`src/rtl/lfsr_param_gen_if.sv`:
```
// rtl/lfsr_param_gen_if.sv - control and observation bundle for the parametrised LFSR generator
interface lfsr_param_gen_if #(
  parameter int WIDTH = 8
);
  logic [WIDTH-1:0] seed;
  logic             load;
  logic             enable;
  logic             out_enable;
  logic [WIDTH-1:0] lfsr;
  logic             serial_out;
  logic             valid;
  logic             period_done;

  modport master (
    output seed, load, enable, out_enable,
    input  lfsr, serial_out, valid, period_done
  );

  modport slave (
    input  seed, load, enable, out_enable,
    output lfsr, serial_out, valid, period_done
  );
endinterface

```
`src/rtl/lfsr_param_gen.sv`:
```
// rtl/lfsr_param_gen.sv - parametrised Fibonacci/Galois LFSR with seed load, period marker and framed serial read-out
module lfsr_param_gen #(
  parameter int             WIDTH = 8,
  parameter logic [WIDTH-1:0] TAPS  = WIDTH'(8'hB8),
  parameter bit             MODE  = 1'b0
) (
  input logic             clk,
  input logic             reset,
  lfsr_param_gen_if.slave bus
);

  localparam int            CW   = $clog2(WIDTH);
  localparam logic [CW-1:0] LAST = CW'(WIDTH - 1);

  typedef enum logic {
    IDLE,
    SHIFT
  } state_t;

  state_t           state;
  logic [WIDTH-1:0] lfsr_q;
  logic [WIDTH-1:0] seed_q;
  logic [WIDTH-1:0] shreg;
  logic [CW-1:0]    cnt;
  logic             serial_q;
  logic             valid_q;
  logic             done_q;
  logic [WIDTH-1:0] step_val;
  logic [WIDTH-1:0] seed_fix;

  always_comb begin
    step_val = '0;
    if (MODE == 1'b0) begin
      step_val = {lfsr_q[WIDTH-2:0], ^(lfsr_q & TAPS)};
    end else begin
      step_val = {lfsr_q[WIDTH-2:0], 1'b0} ^ (lfsr_q[WIDTH-1] ? TAPS : '0);
    end
  end

  // An all-zero seed would lock the register up, so it is replaced by 1.
  assign seed_fix = (bus.seed == '0) ? WIDTH'(1) : bus.seed;

  always_ff @(posedge clk) begin
    if (reset) begin
      state    <= IDLE;
      lfsr_q   <= WIDTH'(1);
      seed_q   <= WIDTH'(1);
      shreg    <= '0;
      cnt      <= '0;
      serial_q <= 1'b0;
      valid_q  <= 1'b0;
      done_q   <= 1'b0;
    end else begin
      done_q <= 1'b0;
      if (bus.load) begin
        lfsr_q   <= seed_fix;
        seed_q   <= seed_fix;
        state    <= IDLE;
        cnt      <= '0;
        serial_q <= 1'b0;
        valid_q  <= 1'b0;
      end else begin
        case (state)
          IDLE: begin
            if (bus.out_enable) begin
              shreg    <= lfsr_q;
              serial_q <= lfsr_q[0];
              valid_q  <= 1'b1;
              cnt      <= '0;
              state    <= SHIFT;
            end else if (bus.enable) begin
              lfsr_q <= step_val;
              done_q <= (step_val == seed_q);
            end
          end
          SHIFT: begin
            if (cnt == LAST) begin
              // Recapturing on the last bit keeps back-to-back frames gap-free.
              if (bus.out_enable) begin
                shreg    <= lfsr_q;
                serial_q <= lfsr_q[0];
                valid_q  <= 1'b1;
                cnt      <= '0;
              end else begin
                serial_q <= 1'b0;
                valid_q  <= 1'b0;
                cnt      <= '0;
                state    <= IDLE;
              end
            end else begin
              shreg    <= shreg >> 1;
              serial_q <= shreg[1];
              cnt      <= cnt + CW'(1);
            end
          end
          default: state <= IDLE;
        endcase
      end
    end
  end

  assign bus.lfsr        = lfsr_q;
  assign bus.serial_out  = serial_q;
  assign bus.valid       = valid_q;
  assign bus.period_done = done_q;

endmodule

```
`src/flat_wrapper.sv`:
```
// flat-port wrapper written by rule: the top's interface ports become plain ports
module lfsr_param_gen_flat 
#(
  parameter int             WIDTH = 8,
  parameter logic [WIDTH-1:0] TAPS  = WIDTH'(8'hB8),
  parameter bit             MODE  = 1'b0
)
  (clk, reset, bus_seed, bus_load, bus_enable, bus_out_enable, bus_lfsr, bus_serial_out, bus_valid, bus_period_done);
  lfsr_param_gen_if #(.WIDTH(WIDTH)) bus_i ();
  input logic clk;
  input logic reset;
  input wire logic [$bits(bus_i.seed)-1:0] bus_seed;
  input wire logic [$bits(bus_i.load)-1:0] bus_load;
  input wire logic [$bits(bus_i.enable)-1:0] bus_enable;
  input wire logic [$bits(bus_i.out_enable)-1:0] bus_out_enable;
  output wire logic [$bits(bus_i.lfsr)-1:0] bus_lfsr;
  output wire logic [$bits(bus_i.serial_out)-1:0] bus_serial_out;
  output wire logic [$bits(bus_i.valid)-1:0] bus_valid;
  output wire logic [$bits(bus_i.period_done)-1:0] bus_period_done;
  assign bus_i.seed = bus_seed;
  assign bus_i.load = bus_load;
  assign bus_i.enable = bus_enable;
  assign bus_i.out_enable = bus_out_enable;
  assign bus_lfsr = bus_i.lfsr;
  assign bus_serial_out = bus_i.serial_out;
  assign bus_valid = bus_i.valid;
  assign bus_period_done = bus_i.period_done;
  lfsr_param_gen #(.WIDTH(WIDTH), .TAPS(TAPS), .MODE(MODE)) u_core (.clk(clk), .reset(reset), .bus(bus_i));
endmodule
```
`config.mk`:
```
export PLATFORM = sky130hd
export DESIGN_NAME = lfsr_param_gen_flat
export DESIGN_NICKNAME = d
export VERILOG_FILES = /design/src/rtl/lfsr_param_gen_if.sv /design/src/rtl/lfsr_param_gen.sv /design/src/flat_wrapper.sv
export SDC_FILE = /design/constraint.sdc
export NUM_CORES = 1
export LEC_CHECK = 0
export ABC_AREA = 0
export BUFFER_PORTS_ARGS = -buffer_cell sky130_fd_sc_hd__buf_2
export CAP_MARGIN = 20
export CORE_ASPECT_RATIO = 1.5
export CORE_UTILIZATION = 49
export CTS_CLUSTER_SIZE = 14
export DETAILED_ROUTE_END_ITERATION = 8
export GPL_TIMING_DRIVEN = 0
export HOLD_SLACK_MARGIN = 0.08
export PLACE_DENSITY_LB_ADDON = 0.08
export SLEW_MARGIN = 20
export SYNTH_ARGS = -nofsm -noshare
export SYNTH_HDL_FRONTEND = slang
export SYNTH_SLANG_ARGS = --single-unit
```
`constraint.sdc`:
```
create_clock -name clk -period 1.6 [get_ports clk]
set_input_delay 0.32 -clock clk [delete_from_list [all_inputs] [get_ports clk]]
set_output_delay 0.32 -clock clk [all_outputs]
set_load 0.02 [all_outputs]
```
==> results.sh, run 1 <==
export IMPL_die_y_um=68.1
export IMPL_gp_congestion=0.818
export IMPL_port_buffers=21
export IMPL_grt_pass1_vias=1250
export IMPL_cp_max_fo=6
export IMPL_max_freq_ghz=0.661
export IMPL_clk_path_buf_depth=2
export IMPL_synthSimpleGateAreaFrac_pct=25.8
export IMPL_cts_setup_buffers=0
export IMPL_synth_nets=177
export IMPL_post_drt_wl_per_cell_um=14.4
export IMPL_grt_max_degree=11
export IMPL_synth_seq_area_share_pct=42.1
export IMPL_cts_tree="done"
export IMPL_core_area_mm2=0.00271
export IMPL_synth_top_area_share_pct=42.1
export IMPL_yosysWarnings=0
export IMPL_fin_nets=206
export IMPL_crit_path_end_kind="flop"
export IMPL_grt_antenna_before_repair=0
export IMPL_finalCritPeriodShare_pct=94.6
export IMPL_worstPathArrival_ns=1.66
export IMPL_synth_seq_cells=30
export IMPL_finalPower_mw=1.71
export IMPL_drive_gt1_share_pct=22.9
export IMPL_synth_ff_type="dfxtp_1"
export IMPL_cp_data_required_time_ns=1.75
export IMPL_drt_iter0_markers=45
export IMPL_maxCapViolations=0
export IMPL_peakVddDrop_mv=0.573
export IMPL_netlist_top_cells_area="dfxtp_1 (42%), a21oi_1 (6.7%), mux2i_1 (5.6%)"
export IMPL_synth_cells=162
export IMPL_diodes=0
export IMPL_synth_edf_count=0
export IMPL_ys_types=30
export IMPL_synthMuxAreaShare_pct=5.62
export IMPL_placed_area_mm2=0.00158
export IMPL_first_pass_iters=5
export IMPL_insertion_delay_ns=0.28
export IMPL_synth_adder_area_share_pct=1.76
export IMPL_cts_inserted_buffers=5
export IMPL_dieArea_mm2=0.00313
export IMPL_path_clk_slew_ns=0.06
export IMPL_start_util_pct=52.7
export IMPL_ant_nets=0
export IMPL_boundaryPins=24
export IMPL_min_path_type="input port to flop"
export IMPL_dp_slack_ns=-0.251
export IMPL_setup_viol=0
export IMPL_syn_area_mm2=0.00143
export IMPL_drc=0
export IMPL_hold_violations=0
export IMPL_rsz0062_at_grt="no"
export IMPL_cp_start_kind="flop"
export IMPL_synthArstFlopShare_pct=0
export IMPL_routed_wirelength_um=3300
export IMPL_fp_dieW_um=46.0
export IMPL_worst_pin_slew_ns=0.539
export IMPL_vias_per_cell=5.47
export IMPL_synth_compound_area_share_pct=13.1
export IMPL_hpwlAfterDp_um=2390
export IMPL_slew_viol_final=0
export IMPL_cts_root_buf="clkbuf_8"
export IMPL_final_cell_mix="dfxtp_1 (29), buf_2 (23), a21oi_1 (16), nor2_1 (16), nor3_1 (12)"
export IMPL_h_tree_depth=2
export IMPL_vias=1253
export IMPL_cts_sinks=30
export IMPL_p_leak_nw=0.694
export IMPL_area_growth_syn_to_layout_pct=20.7
export IMPL_synth_top_family_by_area="simple AND/OR/NAND/NOR gates"
export IMPL_period_needed_ns=1.51
export IMPL_criticalPathCategory="flop to flop"
export IMPL_design_area_mm2=0.00172
export IMPL_grt_pass1_wl_um=5530
export IMPL_r2r_slack_ns=0.09
export IMPL_track_usage_pct=24.8
export IMPL_row_count=23
export IMPL_fin_skew_ns=0.00253
export IMPL_globalRouteOverflowTotal=0
export IMPL_run_status="finished, final reports clean"
export IMPL_synth_xor_area_share_pct=6.76
export IMPL_avgSynthCellArea_um2=8.80
export IMPL_slew_headroom_pct=64.0
export IMPL_power_density_mw_per_mm2=996
export IMPL_yosys_area_top_type="dfxtp_1"
export IMPL_timing_final_ws_setup_ns=0.0871
export IMPL_layout_commonest_cell="dfxtp_1"
[routing by layer]
layer | track usage (%) | wire [um]
met5 | 0 | 0
met4 | 14.3 | 119
met3 | 4.49 | 135
met2 | 43.1 | 1720
met1 | 27.1 | 1320
[critical path: stages, from the launching register on]
cell and delay (ns):
dfxtp_2 0.37, ha_4 0.15, ha_4 0.14, nor2b_4 0.05, buf_2 0.15, or3_1 0.33, a21oi_2 0.14, nor3_1 0.05
[power by group]
group | switching, mW | internal (mW) | total [mW] | leakage (nW)
logic | 0.147 | 0.117 | 0.264 | 0.399
registers | 0.0359 | 0.788 | 0.824 | 0.247
clock network | 0.279 | 0.346 | 0.626 | 0.0482
total | 0.462 | 1.25 | 1.71 | 0.694
[kinds of logic after synthesis]
family                     count (synthesis)
AOI/OAI and AO/OA                         31
xor gates and xnor gates                  11
adders and majority gates                  2
buffers and inverters                     12
DFF                                       30
muxes                                      8
and+or+nand+nor                           68
[registers in the layout, summed over array words and instances (netlist names)]
register and cells:
u_core.bus.lfsr 8, u_core.seed_q 8, u_core.shreg 7, u_core.cnt 3, u_core.bus.period_done 1, u_core.bus.serial_out 1, u_core.bus.valid 1, u_core.state 1
[layout make-up]
cell class | instances | area (um^2)
Inverter | 2 | 7.51
Buffer | 10 | 61.3
Timing Repair Buffer | 22 | 110
Fill cell | 266 | 985
Tap cell | 37 | 46.3
Multi-Input combinational cell | 120 | 802
Clock inverter | 1 | 5.00
Sequential cell | 30 | 602
Clock buffer | 7 | 86.3
[cell usage after synthesis (2+ instances only)]
| library cell | count |
|---|---|
| or3_1 | 6 |
| buf_1 | 3 |
| mux2i_1 | 8 |
| dfxtp_1 | 30 |
| a21oi_1 | 19 |
| nand2b_1 | 11 |
| nor3_1 | 12 |
| ha_1 | 2 |
| xor2_1 | 5 |
| buf_6 | 3 |
| o21a_1 | 7 |
| clkbuf_1 | 3 |
| or2b_1 | 4 |
| o21ai_0 | 2 |
| xnor2_1 | 6 |
| nor4_1 | 2 |
| nor2_1 | 17 |
| nand2_1 | 9 |
| nor3b_1 | 2 |
[per-stage QoR]
| step | hold WS [ns] | cells | TNS (ns) | util [%] |
|---|---|---|---|---|
| global placement | 0.455 | 220 | -0.844 | 58.3 |
| detailed placement | 0.461 | 220 | -1.42 | 58.3 |
| global route | 0.351 | 229 | 0 | 63.6 |
| CTS | 0.325 | 228 | 0 | 62.2 |
| floorplan | 0.441 | 162 | 0 | - |
| finish | 0.328 | 229 | 0 | 63.6 |
[timing repair]
action | CTS | global route
hold buffers | 0 | 0
pin swaps | 0 | 2
endpoints found under the setup margin | 9 | 8
gates cloned | 0 | 1
gates resized for setup | 3 | 7
[final timing paths]
| check | start | to | cells after the start |
|---|---|---|---|
| min reg2reg | u_core.shreg[7] | u_core.shreg[7] | 2 |
| min | bus_seed[4] | u_core.seed_q[4] | 3 |
| max | u_core.cnt[0] | u_core.shreg[4] | 7 |
| max reg2reg | u_core.cnt[0] | u_core.shreg[4] | 7 |
(Power assumes the default switching activity.)
==> run 2, diff against run 1 <==
--- a/config.mk
+++ b/config.mk
@@ -5,11 +5,12 @@
 export SDC_FILE = /design/constraint.sdc
 export NUM_CORES = 1
 export LEC_CHECK = 0
-export ABC_AREA = 0
+export ABC_AREA = 1
 export BUFFER_PORTS_ARGS = -buffer_cell sky130_fd_sc_hd__buf_2
 export CAP_MARGIN = 20
 export CORE_ASPECT_RATIO = 1.5
 export CORE_UTILIZATION = 49
+export CTS_CLUSTER_DIAMETER = 40
 export CTS_CLUSTER_SIZE = 14
 export DETAILED_ROUTE_END_ITERATION = 8
 export GPL_TIMING_DRIVEN = 0
==> results.sh, run 2 <==
export IMPL_h_tree_depth=2
export IMPL_synth_edf_count=0
export IMPL_synth_cells=196
export IMPL_gp_congestion=0.846
export IMPL_boundaryPins=24
export IMPL_cts_root_buf="clkbuf_8"
export IMPL_cp_max_fo=10
export IMPL_rsz0062_at_grt="no"
export IMPL_fin_skew_ns=0.00174
export IMPL_ant_nets=0
export IMPL_max_freq_ghz=0.688
export IMPL_grtUsageMet2_pct=43.7
export IMPL_r2r_end="u_core.shreg[5]"
export IMPL_diodes=0
export IMPL_final_util_pct=61.1
export IMPL_row_count=23
export IMPL_r2r_slack_ns=0.15
export IMPL_hold_violations=0
export IMPL_drc=0
export IMPL_start_util_pct=52.5
export IMPL_synthMuxAreaShare_pct=0
export IMPL_final_setup_tns_ns=0
export IMPL_drive_gt1_share_pct=21.3
export IMPL_finalPower_mw=1.64
export IMPL_layout_commonest_cell="nand2_1"
export IMPL_synth_nets=211
export IMPL_yosysMostFrequentCell="nand2_1"
export IMPL_finalCritPeriodShare_pct=90.8
export IMPL_netlist_top_cells_area="dfxtp_1 (42%), nand2_1 (15%), a21oi_1 (7.1%)"
export IMPL_criticalPathCategory="flop to flop"
export IMPL_worstReg2RegStart="u_core.cnt[0]"
export IMPL_port_buffers=22
export IMPL_use_met3_pct=6.33
export IMPL_reg2reg_depth=9
export IMPL_path_clk_slew_ns=0.06
export IMPL_cts_sinks=30
export IMPL_top_usage_layer="met2"
export IMPL_synth_xor_area_share_pct=1.23
export IMPL_yosys_area_top_type="dfxtp_1"
export IMPL_grt_pass1_vias=1337
export IMPL_synth_seq_cells=30
export IMPL_cp_data_required_time_ns=1.78
export IMPL_synth_common_cells="nand2_1 (56), dfxtp_1 (30), a21oi_1 (20), inv_1 (17), nor2_1 (13)"
export IMPL_synth_seq_area_share_pct=42.3
export IMPL_p_leak_nw=0.757
export IMPL_min_path_type="input port to flop"
export IMPL_synth_ff_type="dfxtp_1"
export IMPL_synth_top_family_by_area="simple AND/OR/NAND/NOR gates"
export IMPL_globalRouteOverflowTotal=0
export IMPL_avgSynthCellArea_um2=7.24
export IMPL_synthSimpleGateAreaFrac_pct=25.6
export IMPL_first_pass_iters=4
export IMPL_worstPathArrival_ns=1.63
export IMPL_synth_adder_area_share_pct=1.76
export IMPL_final_cell_mix="nand2_1 (56), dfxtp_1 (30), buf_2 (22)"
export IMPL_track_usage_pct=25.5
export IMPL_vias_per_cell=5.25
export IMPL_synth_top_area_share_pct=42.3
export IMPL_cts_inserted_buffers=5
export IMPL_cp_startpoint="u_core.cnt[0]"
export IMPL_core_area_mm2=0.00271
export IMPL_worst_pin_slew_ns=0.465
export IMPL_peakVddDrop_mv=0.827
export IMPL_clk_path_buf_depth=2
export IMPL_drt_iter0_markers=38
export IMPL_synth_compound_area_share_pct=21.3
export IMPL_grt_antenna_before_repair=0
export IMPL_placed_cells=255
export IMPL_slew_viol_final=0
export IMPL_ys_types=25
export IMPL_post_drt_wl_per_cell_um=12.8
export IMPL_routed_wirelength_um=3360
export IMPL_dieArea_mm2=0.00312
export IMPL_hpwlAfterDp_um=2490
export IMPL_period_needed_ns=1.45
export IMPL_hold_slack_ns=0.321
export IMPL_layout_cells_non_filler=262
export IMPL_run_status="finished, final reports clean"
export IMPL_grt_pass1_wl_um=5690
export IMPL_slew_headroom_pct=69.0
export IMPL_gr_usage_met1_pct=28.2
export IMPL_fin_nets=240
export IMPL_yosysWarnings=0
export IMPL_cp_start_kind="flop"
export IMPL_endpoint="u_core.shreg[5]"
export IMPL_fp_dieW_um=45.9
export IMPL_synthArstFlopShare_pct=0
export IMPL_crit_path_end_kind="flop"
export IMPL_cts_hold_fix_buffers=0
export IMPL_die_y_um=67.9
export IMPL_cts_tree="done"
export IMPL_insertion_delay_ns=0.27
export IMPL_maxCapViolations=0
export IMPL_grt_max_degree=11
export IMPL_vias=1376
export IMPL_area_growth_syn_to_layout_pct=16.6
export IMPL_setup_viol=0
export IMPL_syn_area_mm2=0.00142
export IMPL_power_density_mw_per_mm2=990
[run 2: cell types whose count changed in the layout (fill, tap and decap cells not counted), moves of 5 or more]
cell / previous run / this run
a21boi_1: 0 / 7
inv_1: 1 / 17
mux2i_1: 8 / 0
nand2_1: 9 / 56
nand2_2: 0 / 8
nand2b_1: 11 / 0
nor3_1: 12 / 1
o21a_1: 7 / 0
o21ai_1: 0 / 5
o22ai_1: 0 / 10
or3_1: 6 / 0
xor2_1: 5 / 0
[run 2: kinds of logic (layout without fill, tap and decap cells)]
logic type,after synthesis,in the layout
XOR/XNOR,2,2
AO/OA/AOI/OAI,50,50
adder cells (fa/ha/maj),2,2
AND/OR/NAND/NOR,85,85
flip-flops,30,30
buffers and inverters,27,56
[run 2: stage by stage]
stage          instance area (um^2)  worst slack (ns)
2_1_floorplan                  1420             0.250
3_3_place_gp                   1580             0.158
3_5_place_dp                   1580             0.122
4_1_cts                        1650             0.111
5_1_grt                        1650            0.0182
6_report                       1650             0.147
[run 2: worst min path at each step]
stage / endpoint / cells after the start / startpoint / slack, ns
final: u_core.seed_q[7] / 3 / bus_seed[7] / 0.32
after CTS: u_core.seed_q[7] / 3 / bus_seed[7] / 0.31
after global routing: u_core.seed_q[5] / 3 / bus_seed[5] / 0.32
after global placement: u_core.bus.valid / 2 / u_core.bus.valid / 0.45
after floorplan: u_core.seed_q[0] / 2 / u_core.seed_q[0] / 0.44
after detailed placement: u_core.bus.valid / 2 / u_core.bus.valid / 0.47
[run 2: what timing repair did]
action	4_1_cts	5_1_grt
gates resized for setup	0	2
endpoints found under the setup margin	0	1
buffers inserted	0	0
[run 2: power by group]
group          leakage [nW]  switching (mW)  internal, mW
sequential            0.247          0.0385         0.790
combinational         0.472           0.162        0.0957
clock                0.0383           0.253         0.298
total                 0.757           0.452          1.18
[run 2: critical path, cell delays in order (launching register included)]
cell     delay, ns
dfxtp_1       0.31
ha_1          0.19
ha_1          0.19
inv_1         0.07
nand2_2       0.07
buf_4         0.19
o22ai_1       0.15
nand2_1       0.08
nand2_1       0.07
inv_1         0.03
[run 2: layout make-up]
type / instances / area (um^2)
Buffer: 5 / 31.3
Timing Repair Buffer: 22 / 110
Fill cell: 284 / 1050
Sequential cell: 30 / 601
Tap cell: 37 / 46.3
Inverter: 22 / 82.6
Clock buffer: 7 / 76.3
Multi-Input combinational cell: 139 / 707
[run 2: per-layer routing]
metal,vias up,wire [um]
met4,0,109
met1,636,1390
li1,694,-
met2,37,1730
met3,9,127
met5,-,0
==> run 3, diff against run 2 <==
--- a/config.mk
+++ b/config.mk
@@ -9,6 +9,7 @@
 export BUFFER_PORTS_ARGS = -buffer_cell sky130_fd_sc_hd__buf_2
 export CAP_MARGIN = 20
 export CORE_ASPECT_RATIO = 1.5
+export CORE_MARGIN = 5
 export CORE_UTILIZATION = 49
 export CTS_CLUSTER_DIAMETER = 40
 export CTS_CLUSTER_SIZE = 14
==> results.sh, run 3 (synthesized netlist as in run 2, its figures left out) <==
export IMPL_power_density_mw_per_mm2=1000
export IMPL_placed_cells=257
export IMPL_crit_chain="ha_1 -> ha_1 -> inv_1 -> nand2_2 -> buf_2 -> o22ai_1 -> nand2_1 -> nand2_1 -> inv_1"
export IMPL_diodes=0
export IMPL_routed_wirelength_um=3410
export IMPL_worstPathArrival_ns=1.64
export IMPL_cts_resized=0
export IMPL_cpLargestDelayFamily="adder cells"
export IMPL_drive_gt1_share_pct=21.9
export IMPL_crit_path_end_kind="flop"
export IMPL_grt_max_degree=11
export IMPL_slowest_delay_ns=0.32
export IMPL_maxCapViolations=0
export IMPL_start_util_pct=49.7
export IMPL_drc=0
export IMPL_critical_path_slowest_cell="dfxtp_1"
export IMPL_slew_headroom_pct=67.2
export IMPL_final_cell_mix="nand2_1 (56), dfxtp_1 (30), buf_2 (23)"
export IMPL_insertion_delay_ns=0.27
export IMPL_cp_data_required_time_ns=1.78
export IMPL_row_count=24
export IMPL_core_area_mm2=0.00285
export IMPL_holdCritStartpoint="bus_seed[5]"
export IMPL_rsz0062_at_grt="no"
export IMPL_p_leak_nw=0.761
export IMPL_cp_depth=9
export IMPL_period_needed_ns=1.46
export IMPL_hpwlAfterDp_um=2550
export IMPL_drt_iter0_markers=40
export IMPL_grt_antenna_before_repair=0
export IMPL_holdPathStages=3
export IMPL_fin_skew_ns=0.00179
export IMPL_cts_root_buf="clkbuf_8"
export IMPL_cp_max_fo=10
export IMPL_r2r_slack_ns=0.14
export IMPL_finalCritPeriodShare_pct=91.4
export IMPL_run_status="finished, final reports clean"
export IMPL_max_freq_ghz=0.684
export IMPL_peakVddDrop_mv=0.793
export IMPL_vias=1371
export IMPL_min_path_type="input port to flop"
export IMPL_first_pass_iters=4
export IMPL_ant_nets=0
export IMPL_cts_sinks=30
export IMPL_worstReg2RegStart="u_core.cnt[0]"
export IMPL_h_tree_depth=2
export IMPL_path_buf_inv=3
export IMPL_path_clk_slew_ns=0.06
export IMPL_die_y_um=75.9
export IMPL_gp_congestion=0.811
export IMPL_final_util_pct=58.2
export IMPL_slew_viol_final=0
export IMPL_design_area_mm2=0.00166
export IMPL_post_drt_wl_per_cell_um=13.0
export IMPL_setup_viol=0
export IMPL_reg2reg_depth=9
export IMPL_cts_tree="done"
export IMPL_area_growth_syn_to_layout_pct=17.0
export IMPL_cp_start_kind="flop"
export IMPL_dieArea_mm2=0.00409
export IMPL_placed_area_mm2=0.00158
export IMPL_fin_nets=240
export IMPL_r2r_end="u_core.shreg[5]"
export IMPL_cts_setup_buffers=0
export IMPL_port_buffers=22
export IMPL_globalRouteOverflowTotal=0
export IMPL_finalPower_mw=1.67
export IMPL_boundaryPins=24
export IMPL_whs_endpoint="u_core.seed_q[5]"
export IMPL_grt_pass1_wl_um=5700
export IMPL_clk_path_buf_depth=2
export IMPL_criticalPathCategory="flop to flop"
export IMPL_fp_dieW_um=53.9
export IMPL_hold_violations=0
export IMPL_layout_commonest_cell="nand2_1"
export IMPL_track_usage_pct=19.1
export IMPL_worst_pin_slew_ns=0.492
export IMPL_cts_inserted_buffers=5
export IMPL_layout_cells_non_filler=263
export IMPL_grt_pass1_vias=1298
export IMPL_vias_per_cell=5.21
export IMPL_final_setup_tns_ns=0
export IMPL_cts_hold_fix_buffers=0
-- run 3: cell type report --
cell class	count	area, um^2
Clock buffer	6	82.6
Tap cell	39	48.8
Inverter	22	82.6
Sequential cell	30	601
Buffer	5	28.8
Fill cell	284	1190
Multi-Input combinational cell	139	707
Timing Repair Buffer	22	110
-- run 3: worst max-delay path by stage --
stage          slack (ns)     startpoint         endpoint
5_1_grt              0.04  u_core.cnt[0]  u_core.shreg[7]
2_1_floorplan        0.25  u_core.cnt[0]  u_core.shreg[5]
3_5_place_dp         0.13  u_core.cnt[0]  u_core.shreg[5]
4_1_cts              0.13  u_core.cnt[0]  u_core.shreg[5]
6_report             0.14  u_core.cnt[0]  u_core.shreg[5]
3_3_place_gp         0.16  u_core.cnt[0]  u_core.shreg[5]
-- run 3: metal layers --
metal,vias to the layer above,track usage [%],wire [um]
met1,635,22.7,1480
met2,37,28.9,1730
met5,-,0,0
met4,0,9.72,61
li1,692,-,-
met3,7,7.45,147
-- run 3: report_power, final --
part           leakage, nW  switching [mW]  internal, mW
registers            0.247          0.0387         0.791
clock network       0.0431           0.252         0.331
logic                0.471           0.159        0.0950
-- run 3: worst register-to-register path, stage by stage, from the launching register on --
cell,delay (ns)
dfxtp_1,0.32
ha_1,0.20
ha_1,0.19
inv_1,0.07
nand2_2,0.07
buf_2,0.20
o22ai_1,0.17
nand2_1,0.06
nand2_1,0.06
inv_1,0.03
-- run 3: metrics by stage --
| stage | hold WS, ns | worst slack [ns] |
|---|---|---|
| finish | 0.317 | 0.138 |
| detailed placement | 0.459 | 0.134 |
| global route | 0.316 | 0.0428 |
| floorplan | 0.442 | 0.250 |
| global placement | 0.450 | 0.159 |
| CTS | 0.310 | 0.125 |
